## src/rtl/bf_io_bridge_pkg.sv

```systemverilog
// Shared types and constants for the bfX host I/O bridge.
package bf_io_pkg;

  typedef enum logic [1:0] {
    IDLE,
    RD_WAIT,
    WR_WAIT,
    ACK
  } bf_io_state_t;

  localparam logic       BF_IO_DIR_RD   = 1'b1;
  localparam logic       BF_IO_DIR_WR   = 1'b0;
  localparam logic [7:0] BF_IO_EOF_BYTE = 8'h00;

endpackage

```

## src/rtl/bf_io_bridge_fifo.sv

```systemverilog
// Synchronous FIFO with occupancy count and a combinational head output.
// Push is ignored when full and pop is ignored when empty, using the flags
// sampled in the current cycle.
module bf_fifo #(
  parameter int DEPTH  = 8,
  parameter int DATA_W = 8,
  parameter int CNT_W  = $clog2(DEPTH) + 1
) (
  input  logic              clk,
  input  logic              rst_n,
  input  logic              push,
  input  logic [DATA_W-1:0] push_data,
  input  logic              pop,
  output logic [DATA_W-1:0] head,
  output logic              full,
  output logic              empty,
  output logic [CNT_W-1:0]  count
);

  localparam int               PTR_W    = $clog2(DEPTH);
  localparam logic [PTR_W-1:0] PTR_ONE  = PTR_W'(1);
  localparam logic [CNT_W-1:0] CNT_ONE  = CNT_W'(1);
  localparam logic [CNT_W-1:0] CNT_FULL = CNT_W'(DEPTH);

  logic [DATA_W-1:0] mem [DEPTH];
  logic [PTR_W-1:0]  wr_ptr;
  logic [PTR_W-1:0]  rd_ptr;
  logic              do_push;
  logic              do_pop;

  assign full    = (count == CNT_FULL);
  assign empty   = (count == '0);
  assign do_push = push && !full;
  assign do_pop  = pop && !empty;
  assign head    = mem[rd_ptr];

  // Storage, pointers and occupancy; pointers wrap naturally at DEPTH.
  always_ff @(posedge clk or negedge rst_n) begin
    if (!rst_n) begin
      wr_ptr <= '0;
      rd_ptr <= '0;
      count  <= '0;
      for (int unsigned i = 0; i < DEPTH; i++) mem[i] <= '0;
    end else begin
      if (do_push) begin
        mem[wr_ptr] <= push_data;
        wr_ptr      <= wr_ptr + PTR_ONE;
      end
      if (do_pop) rd_ptr <= rd_ptr + PTR_ONE;
      case ({do_push, do_pop})
        2'b10:   count <= count + CNT_ONE;
        2'b01:   count <= count - CNT_ONE;
        default: count <= count;
      endcase
    end
  end

endmodule

```

## src/rtl/bf_io_bridge.sv

```systemverilog
// Host-side responder for the bfX core's ',' and '.' I/O requests.
// Optional: define BF_IO_EOF_EN to add host_eof, which completes reads on an
// empty input FIFO with the EOF byte instead of stalling.
module bf_io_bridge
  import bf_io_pkg::*;
#(
  parameter int DEPTH  = 8,
  parameter int DATA_W = 8,
  parameter int CNT_W  = $clog2(DEPTH) + 1
) (
  input  logic              clk,
  input  logic              rst_n,
  input  logic              cpu_req,
  input  logic              cpu_dir,
  input  logic [DATA_W-1:0] cpu_wdata,
  output logic [DATA_W-1:0] cpu_rdata,
  output logic              cpu_ack,
  input  logic              host_in_valid,
  input  logic [DATA_W-1:0] host_in_data,
  output logic              host_in_ready,
  output logic              host_out_valid,
  output logic [DATA_W-1:0] host_out_data,
  input  logic              host_out_ready,
  output logic [CNT_W-1:0]  in_count,
  output logic [CNT_W-1:0]  out_count
`ifdef BF_IO_EOF_EN
  ,
  input  logic              host_eof
`endif
);

  bf_io_state_t      state, state_nxt;
  logic              in_full, in_empty, out_full, out_empty;
  logic [DATA_W-1:0] in_head;
  logic              in_pop, out_push;
  logic              rdata_load, rdata_eof;
  logic              eof_in;

`ifdef BF_IO_EOF_EN
  assign eof_in = host_eof;
`else
  assign eof_in = 1'b0;
`endif

  assign host_in_ready  = !in_full;
  assign host_out_valid = !out_empty;
  assign cpu_ack        = (state == ACK);

  bf_fifo #(.DEPTH(DEPTH), .DATA_W(DATA_W), .CNT_W(CNT_W)) in_fifo (
    .clk       (clk),
    .rst_n     (rst_n),
    .push      (host_in_valid),
    .push_data (host_in_data),
    .pop       (in_pop),
    .head      (in_head),
    .full      (in_full),
    .empty     (in_empty),
    .count     (in_count)
  );

  bf_fifo #(.DEPTH(DEPTH), .DATA_W(DATA_W), .CNT_W(CNT_W)) out_fifo (
    .clk       (clk),
    .rst_n     (rst_n),
    .push      (out_push),
    .push_data (cpu_wdata),
    .pop       (host_out_ready),
    .head      (host_out_data),
    .full      (out_full),
    .empty     (out_empty),
    .count     (out_count)
  );

  // State register.
  always_ff @(posedge clk or negedge rst_n) begin
    if (!rst_n) state <= IDLE;
    else        state <= state_nxt;
  end

  // Next state and FIFO strobes; IDLE and the wait states share the same
  // completion tests, the wait states simply skip the direction decode.
  always_comb begin
    state_nxt  = state;
    in_pop     = 1'b0;
    out_push   = 1'b0;
    rdata_load = 1'b0;
    rdata_eof  = 1'b0;
    case (state)
      IDLE: begin
        if (cpu_req) begin
          if (cpu_dir == BF_IO_DIR_RD) begin
            if (!in_empty) begin
              in_pop     = 1'b1;
              rdata_load = 1'b1;
              state_nxt  = ACK;
            end else if (eof_in) begin
              rdata_eof  = 1'b1;
              state_nxt  = ACK;
            end else begin
              state_nxt  = RD_WAIT;
            end
          end else begin
            if (!out_full) begin
              out_push  = 1'b1;
              state_nxt = ACK;
            end else begin
              state_nxt = WR_WAIT;
            end
          end
        end
      end
      RD_WAIT: begin
        if (!in_empty) begin
          in_pop     = 1'b1;
          rdata_load = 1'b1;
          state_nxt  = ACK;
        end else if (eof_in) begin
          rdata_eof  = 1'b1;
          state_nxt  = ACK;
        end
      end
      WR_WAIT: begin
        if (!out_full) begin
          out_push  = 1'b1;
          state_nxt = ACK;
        end
      end
      ACK:     state_nxt = IDLE;
      default: state_nxt = IDLE;
    endcase
  end

  // Read data register; holds until the next read completes.
  always_ff @(posedge clk or negedge rst_n) begin
    if (!rst_n)          cpu_rdata <= '0;
    else if (rdata_load) cpu_rdata <= in_head;
    else if (rdata_eof)  cpu_rdata <= DATA_W'(BF_IO_EOF_BYTE);
  end

endmodule

```

## config.mk

```make
export PLATFORM = sky130hd
export DESIGN_NAME = bf_io_bridge
export DESIGN_NICKNAME = d
export VERILOG_FILES = /design/src/rtl/bf_io_bridge_pkg.sv /design/src/rtl/bf_io_bridge_fifo.sv /design/src/rtl/bf_io_bridge.sv
export SDC_FILE = /design/constraint.sdc
export NUM_CORES = 1
export LEC_CHECK = 0
export CORE_MARGIN = 10
export CORE_UTILIZATION = 48
export DETAILED_ROUTE_END_ITERATION = 10
export PLACE_DENSITY = 0.76
export RECOVER_POWER = 100
export SYNTH_ARGS = -nofsm -noshare
export SYNTH_HDL_FRONTEND = slang
export SYNTH_HIERARCHICAL = 1
export SYNTH_SLANG_ARGS = --single-unit
```

## constraint.sdc

```tcl
create_clock -name clk -period 3.75 [get_ports clk]
set_clock_uncertainty 0.15 [all_clocks]
set_input_delay 0.5625 -clock clk [delete_from_list [all_inputs] [get_ports clk]]
set_output_delay 0.5625 -clock clk [all_outputs]
set_load 0.02 [all_outputs]
```

### After elaboration in Yosys (flattened, before gate mapping)

Cells that the tools add are included.

* add/sub/neg operators: 8
* $mul: 0
* divide/modulo/power cells: 0
* $lt $le $gt $ge: 6
* equal/unequal tests: 12
* shift-type cells: 0
* muxes and demuxes: 30
* bitwise logic cells: 4
* reduce and logical (&&, ||, !) cells: 16

Operators with widths (count)
* bitwise mux 64 bit: 2
* two-way mux 8 bit: 7
* binary-select mux 8 bit (select 3 bit): 2
* demux 8 bit (select 3 bit): 2
* greater-or-equal comparator 4 bit, second input constant: 4
* inverter 3 -> 4 bit: 4
* one-hot mux 4 bit (2 select lines): 2
* adder 3 x 1 -> 3 bit, second input constant: 4
* two-way mux 2 bit: 5
* adder 4 x 1 -> 4 bit, second input constant: 2
* == test 2 bit, second input constant: 4
* == test 4 bit, second input constant: 2
* zero test 4 bit: 2
* less-than comparator 4 x 1 -> 1 bit, second input constant: 2
* one-hot mux 2 bit (4 select lines): 1
* subtractor 4 x 1 -> 4 bit, second input constant: 2
* two-way mux 1 bit: 7
* == test 2 x 1 -> 1 bit, second input constant: 3
* logical AND 1 bit: 6
* inequality test 2 bit, second input constant: 3
* zero test 1 bit: 4
* one-hot mux 1 bit (2 select lines): 2
* nonzero test 2 bit: 2
* AND reduction 3 bit: 1
* zero test 2 bit: 1

* flip-flop bits (word level): 158
* bits in latches: 0
* memory bits (writable): 0
* ROM bits: 0
* input bits: 22
* output and inout port bits: 27
* logic and storage cells: 100
* memories kept: 0

### Depth between registers and ports, before layout

* depth in word-level cells: 8
* gate-level depth with buffers: 11
* mapped depth without buffers: 11

### By module

The synthesis kept the hierarchy.

By module, submodules not included
* bf_fifo (in_fifo): times used 1, cells an instance 227, area each 3602.2 um2, seq. area each 1851.8 um2
* bf_fifo (out_fifo): times used 1, cells an instance 226, area each 3565.9 um2, seq. area each 1851.8 um2
* bf_io_bridge: times used 1, cells an instance 40, area each 514.2 um2, seq. area each 250.2 um2

### Worst setup path after synthesis

No wires, ideal clock.

* kind: reg-to-reg
* start: reg in_fifo.count[0]
* end: reg in_fifo.count[3]
* library setup time: 0.134 ns
* arrival: 3.048 ns
* required time: 3.466 ns
* slack: 0.419 ns
* cell stages (with the launch flop): 11
* buffers on the path: 1
* clock period less this slack: 3.331 ns
* cell sequence: dfrtp_1 -> buf_6 -> nor4_1 -> nor2_4 -> o41ai_1 -> inv_1 -> ha_1 -> ha_1 -> or4b_2 -> o311ai_0 -> o211ai_1

* longest elaborated chain between the ends: 8
* elaborated cells on any way between the ends: 16
* classes of those cells: 2 x add/sub; 3 x eq/ne; 5 x mux; 6 x reduce/logical

Ends and longest elaborated chain
* start, declared: RTL line bf_io_bridge_fifo.sv:17 `output logic [CNT_W-1:0] count`
* start signal, assigned: RTL line bf_io_bridge_fifo.sv:51 `2'b10: count <= count + CNT_ONE;`
* start signal, assigned: RTL line bf_io_bridge_fifo.sv:52 `2'b01: count <= count - CNT_ONE;`
* start signal, assigned: RTL line bf_io_bridge_fifo.sv:53 `default: count <= count;`
* zero test 4 bit *: RTL line bf_io_bridge_fifo.sv:32 `assign empty = (count == '0);`
* via in_empty: RTL line bf_io_bridge.sv:33 `logic in_full, in_empty, out_full, out_empty;`
* two-way mux 1 bit *: RTL line bf_io_bridge.sv:91, bf_io_bridge.sv:112
* two-way mux 1 bit: RTL line bf_io_bridge.sv:90 `if (cpu_dir == BF_IO_DIR_RD) begin`
* two-way mux 1 bit: RTL line bf_io_bridge.sv:89 `if (cpu_req) begin`
* one-hot mux 1 bit (2 select lines) *: RTL line bf_io_bridge.sv:87 `case (state)`
* via in_pop: RTL line bf_io_bridge.sv:35 `logic in_pop, out_push;`
* logical AND 1 bit *: RTL line bf_io_bridge_fifo.sv:34 `assign do_pop = pop && !empty;`
* via in_fifo.do_pop: RTL line bf_io_bridge_fifo.sv:29 `logic do_pop;`
* == test 2 x 1 -> 1 bit / == test 2 bit (equally long branches): RTL line bf_io_bridge_fifo.sv:50 `case ({do_push, do_pop})`
* one-hot mux 4 bit (2 select lines) / nonzero test 2 bit (equally long branches)

The timed path passes the listed nets; every way through them passes the cells marked *.
A chain may end at the register's enable or synchronous reset.

### Final worst setup path

* start: reg out_fifo.count[0]
* end: reg out_fifo.count[3]

* longest elaborated chain between the ends: 8
* elaborated cells on any way between the ends: 16
* classes of those cells: 2 x add/sub; 3 x eq/ne; 5 x mux; 6 x reduce/logical

Ends and longest elaborated chain
* start, declared: RTL line bf_io_bridge_fifo.sv:17
* start signal, assigned: RTL line bf_io_bridge_fifo.sv:51
* start signal, assigned: RTL line bf_io_bridge_fifo.sv:52
* start signal, assigned: RTL line bf_io_bridge_fifo.sv:53
* == test 4 bit *: RTL line bf_io_bridge_fifo.sv:31 `assign full = (count == CNT_FULL);`
* via out_full: RTL line bf_io_bridge.sv:33
* two-way mux 1 bit *: RTL line bf_io_bridge.sv:102, bf_io_bridge.sv:122
* two-way mux 1 bit: RTL line bf_io_bridge.sv:90
* two-way mux 1 bit: RTL line bf_io_bridge.sv:89
* one-hot mux 1 bit (2 select lines) *: RTL line bf_io_bridge.sv:87
* via out_push: RTL line bf_io_bridge.sv:35
* logical AND 1 bit *: RTL line bf_io_bridge_fifo.sv:33 `assign do_push = push && !full;`
* == test 2 x 1 -> 1 bit / == test 2 bit (equally long branches): RTL line bf_io_bridge_fifo.sv:50
* one-hot mux 4 bit (2 select lines) / nonzero test 2 bit (equally long branches)

Marked as above.

==> flow_metrics.env <==
export IMPL_slowest_stage="or4b_1"
export IMPL_die_area_sq_um=21470
export IMPL_antenna_found_initial=0
export IMPL_tns_ns=0
export IMPL_rr_worst_depth=9
export IMPL_crit_family="simple AND/OR/NAND/NOR gates"
export IMPL_final_cells=778
export IMPL_ys_flop_type="dfrtp_1"
export IMPL_final_hold_violation_count=0
export IMPL_setup_viol=0
export IMPL_required_ns=3.89
export IMPL_async_reset_ff_frac=1.000
export IMPL_r2r_end="out_fifo/count[3]"
export IMPL_synth_edf_count=0
export IMPL_gr_total_overflow=0
export IMPL_cpPeakStageDelay_ns=0.74
export IMPL_gp_congestion=0.7803
export IMPL_area_growth_pct=14.82
export IMPL_cts_tree="done"
export IMPL_syn_area_sq_um=7682
export IMPL_nets=588
export IMPL_vias_per_cell=5.564
export IMPL_grt_pass1_vias=4909
export IMPL_maxSlewViolCount=89
export IMPL_core_area_sq_um=15770
export IMPL_crit_top_cell="ha_1"
export IMPL_ys_ff_latch=158
export IMPL_path_class="reg -> reg"
export IMPL_ant_nets=0
export IMPL_routed_wl_um=15560
export IMPL_row_count=46
export IMPL_yosys_area_top_type_share=0.5147
export IMPL_syn_nets=532
export IMPL_syn_instance_count=493
export IMPL_post_route_period_util=0.9318
export IMPL_endpoint_kind="flop"
export IMPL_cts_made_buffers=17
export IMPL_clock_latency_ns=0.42
export IMPL_yosysWarnings=6
export IMPL_routedWlPerCell_um=19.99
export IMPL_ys_types=44
export IMPL_p_leak_nw=3.701
export IMPL_final_layout_size_suffix_gt1_frac=0.4253
export IMPL_synthTopCellsByArea="dfrtp_1 51%, mux2_2 23%, mux4_2 9.4%"
export IMPL_crit_start="out_fifo/count[0]"
export IMPL_drt_initial_drc_count=260
export IMPL_grt_usage=0.1518
export IMPL_grt_max_degree=81
export IMPL_grt_pass1_wl_um=26140
export IMPL_die_w_um=146.5
export IMPL_cp_max_fo=9
export IMPL_die_y_um=146.5
export IMPL_crit_path_end="out_fifo/count[3]"
export IMPL_cp_num_buf_inv=1
export IMPL_cts_buffer_depth=2
export IMPL_crit_chain="or4b_1 > inv_8 > nor2_1 > nand2_1 > ha_1 > ha_1 > or4b_2 > o311ai_0 > o211ai_1"
export IMPL_p_per_area_nw_per_um2=966.3
export IMPL_top_level_ports=49
export IMPL_h_tree_depth=4
export IMPL_dp_cells=746
export IMPL_outcome="complete, but fails checks"
export IMPL_path_depth=9
export IMPL_hp_class="reg -> reg"
export IMPL_violations="capacitance limit, slew limit"
export IMPL_dpl_hpwl_um=10400
export IMPL_ys_seq_area_frac=0.5147
export IMPL_synth_area_per_cell_sq_um=15.58
export IMPL_synth_largest_area_cell="dfrtp_1"
export IMPL_layout_common_cells="158 x dfrtp_1, 154 x mux2_2, 32 x mux4_2, 26 x dlygate4sd3_1, 21 x clkdlybuf4s50_1"
export IMPL_clock_root_buffer="clkbuf_16"
export IMPL_cp_data_arrival_time_ns=3.63
export IMPL_cts_resized_gates=0
export IMPL_irDropWorstVdd_mv=0.4439
export IMPL_reg2reg_from="out_fifo/count[0]"
export IMPL_maxCapViolCount=2
export IMPL_layout_min_cycle_time_ns=3.494
export IMPL_fmax_ghz=0.2862
export IMPL_slew_headroom=-0.3249
export IMPL_cp_start_kind="flop"
export IMPL_io_buffers=48
export IMPL_route_detailed_drc=0
export IMPL_cts_setup_buffers=0
export IMPL_clkTransAtPathRegs_ns=0.06
export IMPL_num_vias=4329
export IMPL_tightestPinTransition_ns=1.987
export IMPL_rsz0062_at_grt="false"
export IMPL_antenna_cells=0
export IMPL_dr_pass1_iters=6
export IMPL_cts_hold_buf=0
export IMPL_numClockSinks=158
export IMPL_reg2reg_slack_ns=0.26
export IMPL_final_common_cell="dfrtp_1"
export IMPL_initial_core_util=0.4871
[flip-flops by register name, indices dropped and copies added (netlist names)]
register	count
in_fifo/wr_ptr	3
out_fifo/wr_ptr	3
out_fifo/count	4
cpu_rdata	8
in_fifo/count	4
out_fifo/mem	64
state	2
in_fifo/mem	64
in_fifo/rd_ptr	3
out_fifo/rd_ptr	3
[final cells by class]
type / instances / area, sq um
Fill cell: 1300 / 6949
Sequential cell: 158 / 3954
Multi-Input combinational cell: 298 / 3390
Timing Repair Buffer: 56 / 525.5
Clock buffer: 19 / 452.9
Tap cell: 216 / 270.3
Clock inverter: 13 / 152.6
Inverter: 18 / 76.32
[cells in the mapped netlist, drive strengths merged, types with 3 or more instances]
master / number
mux4: 32
nand2: 16
nor4: 4
buf: 10
dfrtp: 158
inv: 18
nor2: 5
mux2: 158
ha: 15
a21oi: 4
or4b: 4
clkbuf: 9
xnor2: 10
o21ai: 3
nor4b: 4
nand3: 8
nand4b: 4
nor3b: 8
a31oi: 3
[kinds of logic (layout without fill, tap and decap cells)]
| family | Yosys count | in the layout | synth area share |
|---|---|---|---|
| multiplexers | 192 | 192 | 0.3290 |
| flip-flops | 158 | 158 | 0.5147 |
| AND/OR/NAND/NOR | 57 | 57 | 0.06743 |
| buffers and inverters | 37 | 106 | 0.02606 |
| AO/OA/AOI/OAI | 20 | 20 | 0.01954 |
| adder cells (fa/ha/maj) | 17 | 17 | 0.02964 |
| XOR/XNOR | 12 | 12 | 0.01368 |
[metal layers]
layer	wire (um)	up-vias	GRT usage
met2	8202	67	0.2627
met5	0	-	0
li1	-	1955	-
met4	110	0	0.04254
met1	6720	2297	0.1817
met3	523	10	0.04110
[stage by stage]
stage | instance area [sq um] | power (W) | setup WS, ns | utilization | hold WS, ns
2_1_floorplan | 7682 | 0.005899 | 0.4186 | - | 0.1169
3_3_place_gp | 8394 | 0.006808 | 0.3877 | 0.5323 | 0.3138
3_5_place_dp | 8394 | 0.007040 | 0.2259 | 0.5323 | 0.3348
4_1_cts | 9000 | 0.008833 | 0.2020 | 0.5707 | 0.05734
5_1_grt | 8821 | 0.009084 | 0.1313 | 0.5593 | 0.3589
6_report | 8821 | 0.008524 | 0.2556 | 0.5593 | 0.3436
[power breakdown]
part | internal [W] | total (W) | switching [W]
Clock | 0.00103 | 0.00175 | 0.000712
Combinational | 0.00208 | 0.00357 | 0.00150
Sequential | 0.00256 | 0.00320 | 0.000640
[worst min-delay path by stage]
stage	from	to	slack, ns	cells past startpoint
after detailed placement	out_fifo/mem[2]	out_fifo/mem[2]	0.33	1
after global placement	out_fifo/mem[2]	out_fifo/mem[2]	0.31	1
after floorplan	rst_n	cpu_rdata[0]	0.12	0
final	out_fifo/mem[2]	out_fifo/mem[2]	0.34	1
after CTS	rst_n	out_fifo/mem[56]	0.06	1
after global routing	out_fifo/mem[2]	out_fifo/mem[2]	0.36	1
(Power assumes the default switching activity.)
